--- src/rtl/uart_tx_pkg.sv ---
// Shared types, frame constants and frame-building helpers for the UART transmitter.
package uart_tx_pkg;

    typedef enum logic {
        StIdle  = 1'b0,
        StShift = 1'b1
    } tx_state_e;

    localparam int unsigned BAUD_DIV_DEFAULT = 5208;
    localparam int unsigned FRAME_W          = 11;

    localparam logic [3:0] FRAME_LEN_MIN = 4'd9;
    localparam logic [3:0] FRAME_LEN_MID = 4'd10;
    localparam logic [3:0] FRAME_LEN_MAX = 4'd11;

    function automatic logic [3:0] frame_len(input logic bit8, input logic parity_en);
        logic [3:0] len;
        case ({bit8, parity_en})
            2'b00:   len = FRAME_LEN_MIN;
            2'b11:   len = FRAME_LEN_MAX;
            default: len = FRAME_LEN_MID;
        endcase
        return len;
    endfunction

    // Complete frame, LSB is the start bit; positions past the stop bit stay at 1.
    function automatic logic [FRAME_W-1:0] build_frame(input logic [7:0] data,
                                                       input logic       bit8,
                                                       input logic       parity_en,
                                                       input logic       odd);
        logic [7:0]         bits;
        logic               par;
        logic [FRAME_W-1:0] frame;
        bits     = bit8 ? data : {1'b0, data[6:0]};
        par      = (^bits) ^ odd;
        frame    = '1;
        frame[0] = 1'b0;
        if (bit8) begin
            frame[8:1] = bits;
            frame[9]   = parity_en ? par : 1'b1;
        end else begin
            frame[7:1] = bits[6:0];
            frame[8]   = parity_en ? par : 1'b1;
        end
        return frame;
    endfunction

endpackage

--- src/rtl/uart_baud_tick.sv ---
// Baud-period counter: counts 0..BAUD_DIV-1 and flags the wrap cycle.
module uart_baud_tick
    import uart_tx_pkg::*;
#(
    parameter int unsigned BAUD_DIV = BAUD_DIV_DEFAULT
) (
    input  logic clk,
    input  logic reset,
    input  logic clr,
    output logic tick
);

    localparam int unsigned CW = (BAUD_DIV > 1) ? $clog2(BAUD_DIV) : 1;

    logic [CW-1:0] cnt_q;

    assign tick = (cnt_q == CW'(BAUD_DIV - 1));

    always_ff @(posedge clk or negedge reset) begin
        if (!reset) begin
            cnt_q <= '0;
        end else if (clr || tick) begin
            cnt_q <= '0;
        end else begin
            cnt_q <= cnt_q + 1'b1;
        end
    end

endmodule

--- src/rtl/uart_tx_shift.sv ---
// UART transmitter: 7/8 data bits, optional parity, one stop bit, LSB first.
module uart_tx_shift
    import uart_tx_pkg::*;
#(
    parameter int unsigned BAUD_DIV = BAUD_DIV_DEFAULT
) (
    input  logic       clk,
    input  logic       reset,
    input  logic       load,
    input  logic [7:0] data,
    input  logic       bit8,
    input  logic       parity_en,
    input  logic       odd,
    output logic       tx,
    output logic       tx_rdy,
    output logic       tx_done
);

    tx_state_e          state_q;
    logic [FRAME_W-1:0] shift_q;
    logic [3:0]         bit_cnt_q;
    logic [3:0]         len_q;
    logic [3:0]         bit_cnt_inc;
    logic               tick;
    logic               baud_clr;

    // Holding the counter clear while idle makes it restart at 0 on the accepting edge.
    assign baud_clr    = (state_q == StIdle);
    assign bit_cnt_inc = bit_cnt_q + 4'd1;
    assign tx          = shift_q[0];

    uart_baud_tick #(
        .BAUD_DIV(BAUD_DIV)
    ) u_baud (
        .clk  (clk),
        .reset(reset),
        .clr  (baud_clr),
        .tick (tick)
    );

    always_ff @(posedge clk or negedge reset) begin
        if (!reset) begin
            state_q   <= StIdle;
            shift_q   <= '1;
            bit_cnt_q <= '0;
            len_q     <= FRAME_LEN_MIN;
            tx_rdy    <= 1'b1;
            tx_done   <= 1'b0;
        end else begin
            tx_done <= 1'b0;
            unique case (state_q)
                StIdle: begin
                    if (load) begin
                        shift_q   <= build_frame(data, bit8, parity_en, odd);
                        len_q     <= frame_len(bit8, parity_en);
                        bit_cnt_q <= '0;
                        tx_rdy    <= 1'b0;
                        state_q   <= StShift;
                    end
                end
                StShift: begin
                    if (tick) begin
                        if (bit_cnt_inc == len_q) begin
                            shift_q   <= '1;
                            bit_cnt_q <= '0;
                            tx_rdy    <= 1'b1;
                            tx_done   <= 1'b1;
                            state_q   <= StIdle;
                        end else begin
                            shift_q   <= {1'b1, shift_q[FRAME_W-1:1]};
                            bit_cnt_q <= bit_cnt_inc;
                        end
                    end
                end
            endcase
        end
    end

endmodule

--- config.mk ---
export PLATFORM = sky130hd
export DESIGN_NAME = uart_tx_shift
export DESIGN_NICKNAME = d
export VERILOG_FILES = /design/src/rtl/uart_tx_pkg.sv /design/src/rtl/uart_baud_tick.sv /design/src/rtl/uart_tx_shift.sv
export SDC_FILE = /design/constraint.sdc
export NUM_CORES = 1
export LEC_CHECK = 0
export ABC_AREA = 1
export CAP_MARGIN = 15
export CORE_MARGIN = 2
export CORE_UTILIZATION = 45
export CTS_CLUSTER_SIZE = 30
export DETAILED_ROUTE_END_ITERATION = 10
export HOLD_SLACK_MARGIN = 0.02
export PLACE_DENSITY = 0.65
export SYNTH_ARGS = -nofsm -noshare
export SYNTH_HDL_FRONTEND = slang
export SYNTH_SLANG_ARGS = --single-unit
export TNS_END_PERCENT = 20
--- constraint.sdc ---
create_clock -name clk -period 3.5 [get_ports clk]
set_clock_uncertainty 0.05 [all_clocks]
set_input_delay 0.35 -clock clk [delete_from_list [all_inputs] [get_ports clk]]
set_output_delay 0.35 -clock clk [all_outputs]
set_load 0.01 [all_outputs]
==> results of run 1 <==
worst max-delay path, delay by kind of cell (launching register included):
family	cells	cell delay (ns)
flip-flops	1	0.39
adder cells (fa/ha/maj)	1	0.23
AND/OR/NAND/NOR	5	0.58
AO/OA/AOI/OAI	2	0.36
buffers and inverters	1	0.07
cells in the final DEF (no fill, tap or decap), types with 2 or more instances in the layout:
master,count
nand4_1,2
clkinvlp_4,2
clkbuf_8,6
xor2_1,3
nor2_2,3
dfrtp_1,20
clkdlybuf4s50_1,16
nand2_1,50
a21oi_1,8
nor3_1,7
inv_1,26
nand2_4,2
ha_1,3
dfstp_2,12
nor2_1,25
o21ai_0,13
nand3_1,13
o21ai_1,6
nand2_2,6
nor3b_1,3
xnor2_1,4
cell type report:
type / instances / share of cell area [%]
flip-flops and latches: 32 / 39.6
multi-input cells: 155 / 39.1
repair buffers: 17 / 8.14
inverters: 29 / 5.47
clock buffers: 6 / 4.01
well taps: 48 / 2.92
clock inverters: 2 / 0.729
sequential cells by signal, summed over array words and instances (netlist names):
register	cells
len_q	2
u_baud.cnt_q	13
tx_done	1
shift_q	10
tx_rdy	1
state_q	1
bit_cnt_q	4
cells by family (layout without fill, tap and decap cells):
| group | after synthesis | after routing | share of synthesized area, % |
|---|---|---|---|
| buf+inv | 32 | 54 | 7.76 |
| compound gates | 30 | 30 | 8.97 |
| simple gates | 115 | 115 | 31.2 |
| flops | 32 | 32 | 46.4 |
| xor+xnor | 7 | 7 | 3.49 |
| fa+ha+maj | 3 | 3 | 2.14 |
routing by layer:
metal  vias up  share of wire [%]  wire length (µm)
li1        743                  -                 -
met4         0                2.1                67
met5         -                  0                 0
met3         5                3.0                97
met2        25                 48              1550
met1       654                 47              1530
stage by stage:
stage	instances	power, mW	util, %	hold slack [ns]	worst slack (ns)
finish	289	0.724	55.4	0.402	1.74
global route	289	0.757	55.4	0.437	1.53
CTS	289	0.733	55.4	0.413	1.72
detailed placement	281	0.432	52.8	0.404	1.72
global placement	281	0.431	52.8	0.395	1.74
floorplan	219	0.402	-	0.00441	1.96
worst paths after layout:
check                           cells after the start                          to  slack (ns)                 startpoint
worst max-delay path                                9  u_baud.cnt_q[11]$_DFF_PN0_        1.74  u_baud.cnt_q[0]$_DFF_PN0_
worst min-delay path                                2   u_baud.cnt_q[3]$_DFF_PN0_        0.40                      reset
worst max register to register                      9  u_baud.cnt_q[11]$_DFF_PN0_        1.74  u_baud.cnt_q[0]$_DFF_PN0_
worst min register to register                      1   u_baud.cnt_q[0]$_DFF_PN0_        0.41  u_baud.cnt_q[0]$_DFF_PN0_
max in group asynchronous                           2      shift_q[1]$_DFFE_PN1P_        2.67                      reset
min in group clk                                    1   u_baud.cnt_q[0]$_DFF_PN0_        0.41  u_baud.cnt_q[0]$_DFF_PN0_
power by group:
group          internal [mW]  total, mW  leakage (nW)  switching, mW
clock                  0.159      0.299        0.0434          0.140
combinational         0.0237     0.0497         0.592         0.0260
sequential             0.373      0.374         0.364       0.000944
total                  0.556      0.724         0.999          0.167
==> impl_results.md, run 1 <==
* Pre-antenna DRT Iters at 4
* Storage element area at 816 µm²
* Fillers at 374
* Worst-skew pair later-pin latency at 0.29 ns
* Top-count cell post-synth: nand2_1
* Total gr overflow at 0
* Inserted Clock Buffers at 5
* Worst-path cell chain: ha_1 -> nand2_2 -> clkinv_2 -> nand3_2 -> nor2_1 -> nand2_1 -> nand2_1 -> a21oi_1 -> a21boi_1
* Async set or reset register ratio after synthesis at 100%
* Wire length per cell at 11.2 µm
* VDD IR max at 240 µV
* DRC at 0
* Critical Path Sink Type: register
* M1 GR Usage at 21.8%
* Synthesized area per cell at 8.03 µm²
* Hold Path Class: input port to async pin
* Routability cong. at 0.742
* Flops & latches, synth at 32
* Die ar. at 4420 µm²
* Syn. warnings at 0
* Post-synth EDFFs at 0
* Ports at 17
* # setup viols final at 0
* Worst Path Arrival at 1.92 ns
* Slowest CP cell: dfrtp_1
* RSZ-0062 raised after global routing: false
* Grt peak-use layer: met2
* Layout area overhead at 17.2%
* Hold buffer count at CTS at 0
* First-pass GRT wire length at 5.91 mm
* Max Slew Vio Count at 0
* Layout cell share with drive strength beyond 1 at 16.6%
* Setup TNS after final layout at 0 ns
* Die X at 66.5 µm
* IO Port Bufs at 16
* Crit path largest cell delay at 0.39 ns
* M3 GR Usage at 4.56%
* H-tree depth at 2
* Rel. slew slack at 70.3%
* PD cells at 351 nW/µm²
* Leakage at 0.999 nW
* Tightest Pin Transition at 0.445 ns
* Endpoints failing hold at 0
* DP HPWL at 2.50 mm
* Bufs on Longest Clock Path at 2
* Vias per cell at 4.94
* Peak Freq at 0.570 GHz
* Initial Util at 47.3%
* CTS tree: yes
* Clock root cell: clkbuf_8
* Largest cells by area after synthesis: dfrtp_1 28%, dfstp_2 18%, nand2_1 11%
* Core Area at 3720 µm²
* Reg clk slew, reported paths at 0.07 ns
* Post-CTS setup buffers at 0
* Vias in the first global route at 1,413
* Global-route met2 utilization at 29.5%
* PostCTS Resize Cnt at 0
* Rows at 22
* Pin count of the biggest net entering global routing at 33
* Cells after synthesis at 219
* Status: finished, final reports clean
* Routed wire length at 3.24 mm
* Most used flip-flop cell after synthesis: dfrtp_1
* Critical path required time at 3.66 ns
* GRT Total Usage at 17.8%
* Area share of the largest cell type after synthesis at 28.5%
* Yosys top cell by area: dfrtp_1
* Tmin final at 1.76 ns
* Vias at 1,427
* Syn nets at 236
* CTS sink cnt at 32
* Die Y at 66.5 µm
* Post-Syn Area at 1760 µm²
* Cell repeated most along the worst path: nand2_1
* Post-DP Area at 1960 µm²
* Max-cap viol count at 0
* Post-synth top cells: 50 x nand2_1, 26 x inv_1, 25 x nor2_1
* Initial antenna violation count at 0
* Final net count at 257
* Library cells used by synthesis at 31
* Worst-path maximum fanout at 13
* Multi-input logic area at 806 µm²
* Startpoint types: register
* Final instance area at 2060 µm²
* Final Cycle Share at 50.2%
* CP Class: register to register
* Seq/Total Area, Yosys at 46.4%
* Ant diodes at 0
* Starting DRT DRC Count at 64
* Final ANT Viol Nets at 0
(Power assumes the default switching activity.)
==> inputs of run 2 (changes only) <==
Settings changed: PLACE_DENSITY 0.65 to 0.68.
Clock period 3.5 ns to 1.5 ns, I/O delays scaled along.
==> impl_results.md, run 2 (synthesis gave the netlist of run 1 again) <==
* GRT Total Usage at 21.2% (+3.4 points)
* Critical Path Sink Type: register
* Vias per cell at 4.90 (-0.69%)
* Pre-antenna DRT Iters at 4 (unchanged)
* Die X at 66.5 µm (unchanged)
* Final net count at 289 (+12%)
* PD cells at 660 nW/µm² (+88%)
* H-tree depth at 2 (unchanged)
* Starting DRT DRC Count at 51 (-20%)
* Peak Freq at 0.614 GHz (+7.8%)
* Ant diodes at 0 (unchanged)
* Final WS setup at -0.129 ns (-1.87 ns)
* Logic pwr share at 7.7% (+0.8 points)
* CTS tree: yes
* R2R cell count at 11 (+2)
* Largest register FFs at 13 (unchanged)
* Reg clk slew, reported paths at 0.07 ns (about the same)
* Rows at 22 (unchanged)
* Worst Path Arrival at 1.80 ns (-0.12 ns)
* CTS sink cnt at 32 (unchanged)
* Hold buffer count at CTS at 0 (unchanged)
* Wire length per cell at 12.4 µm (+10%)
* Endpoints failing hold at 0 (unchanged)
* Core Util, Final at 66.9% (+11 points)
* Max Slew Vio Count at 0 (unchanged)
* Worst-path maximum fanout at 3 (-10)
* Biggest regs: u_baud.cnt_q (13), shift_q (10), bit_cnt_q (4)
* Tmin final at 1.63 ns (-0.127 ns)
* Routability cong. at 0.821 (+11%)
* Bufs on Longest Clock Path at 2 (unchanged)
* Routed met3 length at 92 µm (-5.2%)
* Layout cell share with drive strength beyond 1 at 34.1% (+17 points)
* Tightest Pin Transition at 0.310 ns (-0.134 ns)
* Worst R2R Start: u_baud.cnt_q[0]$_DFF_PN0_
* Top layer in use: met4
* DP HPWL at 2.61 mm (+4.5%)
* Hold Path Class: input port to async pin
* Initial Util at 47.3% (unchanged)
* RSZ-0062 raised after global routing: true
* Layout Cells excl Fill at 321 (+11%)
* Sequential power share at 53.2% (+1.5 points)
* Final Cycle Share at 109% (+58 points)
* Core Area at 3720 µm² (unchanged)
* Net Switching at 380 µW (+130%)
* Startpoint types: register
* Sw Ratio at 23.1% (about the same)
* Worst r2r dst: u_baud.cnt_q[10]$_DFF_PN0_
* Failing checks: negative setup slack
* Initial antenna violation count at 0 (unchanged)
* Rel. slew slack at 79.2% (+9.0 points)
* Wire length on met1 at 1.84 mm (+20%)
* Largest register by flop count: u_baud.cnt_q
* IO Port Bufs at 16 (unchanged)
* Leakage at 1.22 nW (+22%)
* Pin count of the biggest net entering global routing at 33 (unchanged)
* VDD IR max at 352 µV (+47%)
* Worst-skew pair later-pin latency at 0.28 ns (about the same)
* Setup TNS after final layout at -0.777 ns (-0.777 ns)
* Setup WS pre-CTS at -0.116 ns (-1.84 ns)
* Ports at 17 (unchanged)
* Inserted Clock Buffers at 5 (unchanged)
* Die ar. at 4420 µm² (unchanged)
* DP Cell Count at 303 (+7.8%)
* Met2 WL at 1.97 mm (+28%)
* Final ANT Viol Nets at 0 (unchanged)
* Vias in the first global route at 1,494 (+5.7%)
* Status: finished, violations left
* DRC at 0 (unchanged)
* CP Class: register to register
* Reg2reg setup slack at -0.13 ns (-1.87 ns)
* Most frequent cells in the layout: 46 x nand2_1, 28 x buf_4, 26 x inv_1
* Routed wire length at 3.98 mm (+23%)
* Commonest non-fill, non-tap cell in the layout: nand2_1
* Vias at 1,574 (+10%)
* # setup viols final at 17 (+17)
* Max-cap viol count at 0 (unchanged)
* Clock root cell: clkbuf_8
* Die Y at 66.5 µm (unchanged)
* First-pass GRT wire length at 6.93 mm (+17%)
* P_int at 1.26 mW (+130%)
* Layout area overhead at 41.4%
* Clock share of power at 39.1% (-2.3 points)
* Critical path required time at 1.67 ns (-1.99 ns)
* Total gr overflow at 0 (unchanged)
-- run 2: changes by cell type in the layout (fill, tap and decap cells not counted), sizes merged --
cell | previous run | this run
clkinvlp | 2 | 0
clkbuf | 6 | 8
buf | 1 | 30
nand2 | 58 | 60
dlygate4sd2 | 0 | 2
clkdlybuf4s50 | 16 | 14
inv | 28 | 29
-- run 2: layer usage --
metal | vias to the layer above | GRT usage, %
met5 | - | 0
met4 | 0 | 12.2
met3 | 6 | 3.55
met2 | 18 | 32.1
met1 | 738 | 28.6
li1 | 812 | -
-- run 2: how the worst max path moves through the flow --
stage                                         start                         end  cells after the start
final                     u_baud.cnt_q[0]$_DFF_PN0_  u_baud.cnt_q[10]$_DFF_PN0_                     11
after floorplan            bit_cnt_q[0]$_DFFE_PN0P_      shift_q[8]$_DFFE_PN1P_                      9
after global routing      u_baud.cnt_q[1]$_DFF_PN0_  u_baud.cnt_q[10]$_DFF_PN0_                     11
after CTS                 u_baud.cnt_q[0]$_DFF_PN0_  u_baud.cnt_q[10]$_DFF_PN0_                     11
after detailed placement  u_baud.cnt_q[0]$_DFF_PN0_  u_baud.cnt_q[10]$_DFF_PN0_                     10
after global placement     bit_cnt_q[0]$_DFFE_PN0P_      shift_q[8]$_DFFE_PN1P_                      9
-- run 2: stage by stage --
step | hold slack [ns] | cell area [µm²] | power, mW
floorplan | -0.196 | 1760 | 0.937
CTS | 0.173 | 2320 | 1.66
finish | 0.170 | 2490 | 1.64
global route | 0.171 | 2490 | 1.72
detailed placement | 0.407 | 2140 | 1.02
global placement | 0.408 | 2140 | 1.01
-- run 2: final cells by class --
| cell class | count | area [µm²] |
|---|---|---|
| inverters | 29 | 120 |
| well taps | 48 | 60.1 |
| clock buffers | 8 | 80.1 |
| fillers | 318 | 1230 |
| repair buffers | 46 | 399 |
| flip-flops and latches | 32 | 816 |
| multi-input cells | 157 | 1000 |
| repair inverters | 1 | 6.26 |
-- run 2: repair_timing --
action                     CTS  global route
setup buffers                2             5
setup endpoints to repair   25            30
cloned                       1             2
pin swaps                   12            12
resized for setup           22            24
-- run 2: critical path, cell delays in order, from the launching register on --
cell and delay [ns]:
dfrtp_1 0.40, ha_4 0.17, nand2_4 0.06, nor2_4 0.10
nand2_2 0.06, nor2_2 0.11, nand2_1 0.09, nor2_2 0.16
nand2_2 0.10, o21ai_2 0.11, nand3_1 0.07, nor2_1 0.08
-- run 2: power groups by stage --
stage	Clock, mW	Combinational (mW)	Sequential [mW]
3_5_place_dp	0	0.127	0.888
3_3_place_gp	0	0.124	0.888
2_1_floorplan	0	0.0494	0.888
6_report	0.642	0.126	0.874
4_1_cts	0.663	0.127	0.874
5_1_grt	0.705	0.143	0.874
==> inputs of run 3 (changes only) <==
Settings changed: CTS_CLUSTER_DIAMETER set to 50, PLACE_DENSITY 0.68 to 0.65.
Clock period 1.5 ns to 1.8 ns, I/O delays scaled along.
==> impl_results.md, run 3 (synthesis gave the netlist of run 1 again) <==
* Inserted Clock Buffers at 5 (unchanged)
* Initial Util at 47.3% (unchanged)
* H-tree depth at 2 (unchanged)
* Bufs on Longest Clock Path at 2 (unchanged)
* Worst R2R Start: u_baud.cnt_q[0]$_DFF_PN0_
* First-pass GRT wire length at 6.17 mm (-11%)
* Most frequent cells in the layout: 50 x nand2_1, 26 x inv_1, 23 x nor2_1
* Worst-path maximum fanout at 3 (unchanged)
* Reg clk slew, reported paths at 0.06 ns (about the same)
* Biggest regs: u_baud.cnt_q (13), shift_q (10), bit_cnt_q (4)
* Worst Path Arrival at 1.76 ns (-0.04 ns)
* Slowest CP cell: dfrtp_1
* Routability cong. at 0.768 (-6.5%)
* CTS sink cnt at 32 (unchanged)
* CP Capture Point: u_baud.cnt_q[8]$_DFF_PN0_
* Pre-antenna DRT Iters at 4 (unchanged)
* Commonest non-fill, non-tap cell in the layout: nand2_1
* Die ar. at 4420 µm² (unchanged)
* Pin count of the biggest net entering global routing at 33 (unchanged)
* Final net count at 262 (-9.3%)
* Status: finished, final reports clean
* Clock root cell: clkbuf_8
* Critical path required time at 1.94 ns (+0.27 ns)
* Pwr Total at 1.38 mW (-16%)
* Tightest Pin Transition at 0.404 ns (+0.0936 ns)
* Die X at 66.5 µm (unchanged)
* Core Area at 3720 µm² (unchanged)
* Vias in the first global route at 1,385 (-7.3%)
* Starting DRT DRC Count at 81 (+59%)
* Vias per cell at 4.81 (-2.0%)
* Setup TNS after final layout at 0 ns (+0.777 ns)
* Total gr overflow at 0 (unchanged)
* Initial antenna violation count at 0 (unchanged)
* Max-cap viol count at 0 (unchanged)
* Worst r2r dst: u_baud.cnt_q[8]$_DFF_PN0_
* Setup WS pre-CTS at 0.130 ns (+0.246 ns)
* Ports at 17 (unchanged)
* DRC at 0 (unchanged)
* Largest register FFs at 13 (unchanged)
* DP HPWL at 2.58 mm (-1.3%)
* Max Slew Vio Count at 0 (unchanged)
* Rows at 22 (unchanged)
* CP Class: register to register
* PD cells at 650 nW/µm² (-1.6%)
* Final WS setup at 0.172 ns (+0.301 ns)
* Leakage at 1.04 nW (-15%)
* Vias at 1,413 (-10%)
* IO Port Bufs at 16 (unchanged)
* Routed wire length at 3.38 mm (-15%)
* Largest register by flop count: u_baud.cnt_q
* # setup viols final at 0 (-17)
* Die Y at 66.5 µm (unchanged)
* Hold buffer count at CTS at 0 (unchanged)
* Endpoints failing hold at 0 (unchanged)
* Final Cycle Share at 90.5% (-18 points)
* R2R cell count at 9 (-2)
* Hold Path Class: input port to async pin
* Tmin final at 1.63 ns (-0.000866 ns)
* CP startpoint: u_baud.cnt_q[0]$_DFF_PN0_
* Final ANT Viol Nets at 0 (unchanged)
* Rel. slew slack at 73.1% (-6.2 points)
* Ant diodes at 0 (unchanged)
* Worst hold margin at 0.242 ns (+0.0714 ns)
* Wire length per cell at 11.5 µm (-7.1%)
* Worst-skew pair later-pin latency at 0.28 ns (about the same)
* VDD IR max at 534 µV (+52%)
* Layout cell share with drive strength beyond 1 at 20.7% (-13 points)
* Crit path largest cell delay at 0.39 ns (about the same)
* Critical Path Sink Type: register
* Startpoint types: register
* Layout area overhead at 20.9%
* GRT Total Usage at 18.3% (-3.0 points)
* Post-DP Area at 1980 µm² (-7.7%)
* Cell repeated most along the worst path: nand2_1
* RSZ-0062 raised after global routing: false
* Final instance area at 2130 µm² (-14%)
* Reg2reg setup slack at 0.17 ns (+0.30 ns)
* Worst-path cell chain: ha_1 -> nand2_2 -> clkinv_2 -> nand3_2 -> nor2_1 -> nand2_1 -> nand2_1 -> buf_4 -> nor3b_1
* Peak Freq at 0.614 GHz (about the same)
* CTS tree: yes
run 3: layout make-up:
class / count / area [µm²]
fill: 367 / 1590
multi-input combinational: 156 / 846
sequential: 32 / 817
timing repair buffer: 21 / 198
inverter: 29 / 113
clock buffer: 6 / 82.6
tap: 48 / 60.1
clock inverter: 2 / 10.0
run 3: worst min-delay path by stage:
stage,end,slack [ns]
2_1_floorplan,bit_cnt_q[0]$_DFFE_PN0P_,-0.17
3_3_place_gp,u_baud.cnt_q[0]$_DFF_PN0_,0.39
3_5_place_dp,u_baud.cnt_q[0]$_DFF_PN0_,0.40
4_1_cts,state_q$_DFF_PN0_,0.26
5_1_grt,state_q$_DFF_PN0_,0.28
6_report,u_baud.cnt_q[6]$_DFF_PN0_,0.24
run 3: through the flow:
| step | utilization (%) | std cells |
|---|---|---|
| 6_report | 57.2 | 294 |
| 3_5_place_dp | 53.2 | 283 |
| 2_1_floorplan | - | 219 |
| 5_1_grt | 57.2 | 294 |
| 4_1_cts | 55.7 | 291 |
| 3_3_place_gp | 53.2 | 283 |
run 3: worst max-delay path, delay by kind of cell, from the launching register on:
family | cells | cell delay (ns)
and+or+nand+nor | 6 | 0.63
DFF | 1 | 0.39
adders and majority gates | 1 | 0.22
buffers and inverters | 2 | 0.24
run 3: routing by layer:
| metal | part of all wire [%] | up-vias | track usage (%) |
|---|---|---|---|
| met3 | 2.8 | 4 | 3.55 |
| met4 | 1.4 | 0 | 5.36 |
| met5 | 0 | - | 0 |
| met2 | 44 | 23 | 29.0 |
| met1 | 52 | 633 | 25.4 |
| li1 | - | 753 | - |
run 3: what timing repair did:
action | in CTS | in global routing
endpoints found under the setup margin | 0 | 6
setup buffers | 0 | 2
resized for setup | 0 | 7
run 3: power by group:
group | internal, mW | total [mW] | switching [mW]
registers | 0.726 | 0.728 | 0.00168
clock network | 0.305 | 0.554 | 0.249
logic | 0.0469 | 0.0995 | 0.0526
total | 1.08 | 1.38 | 0.303
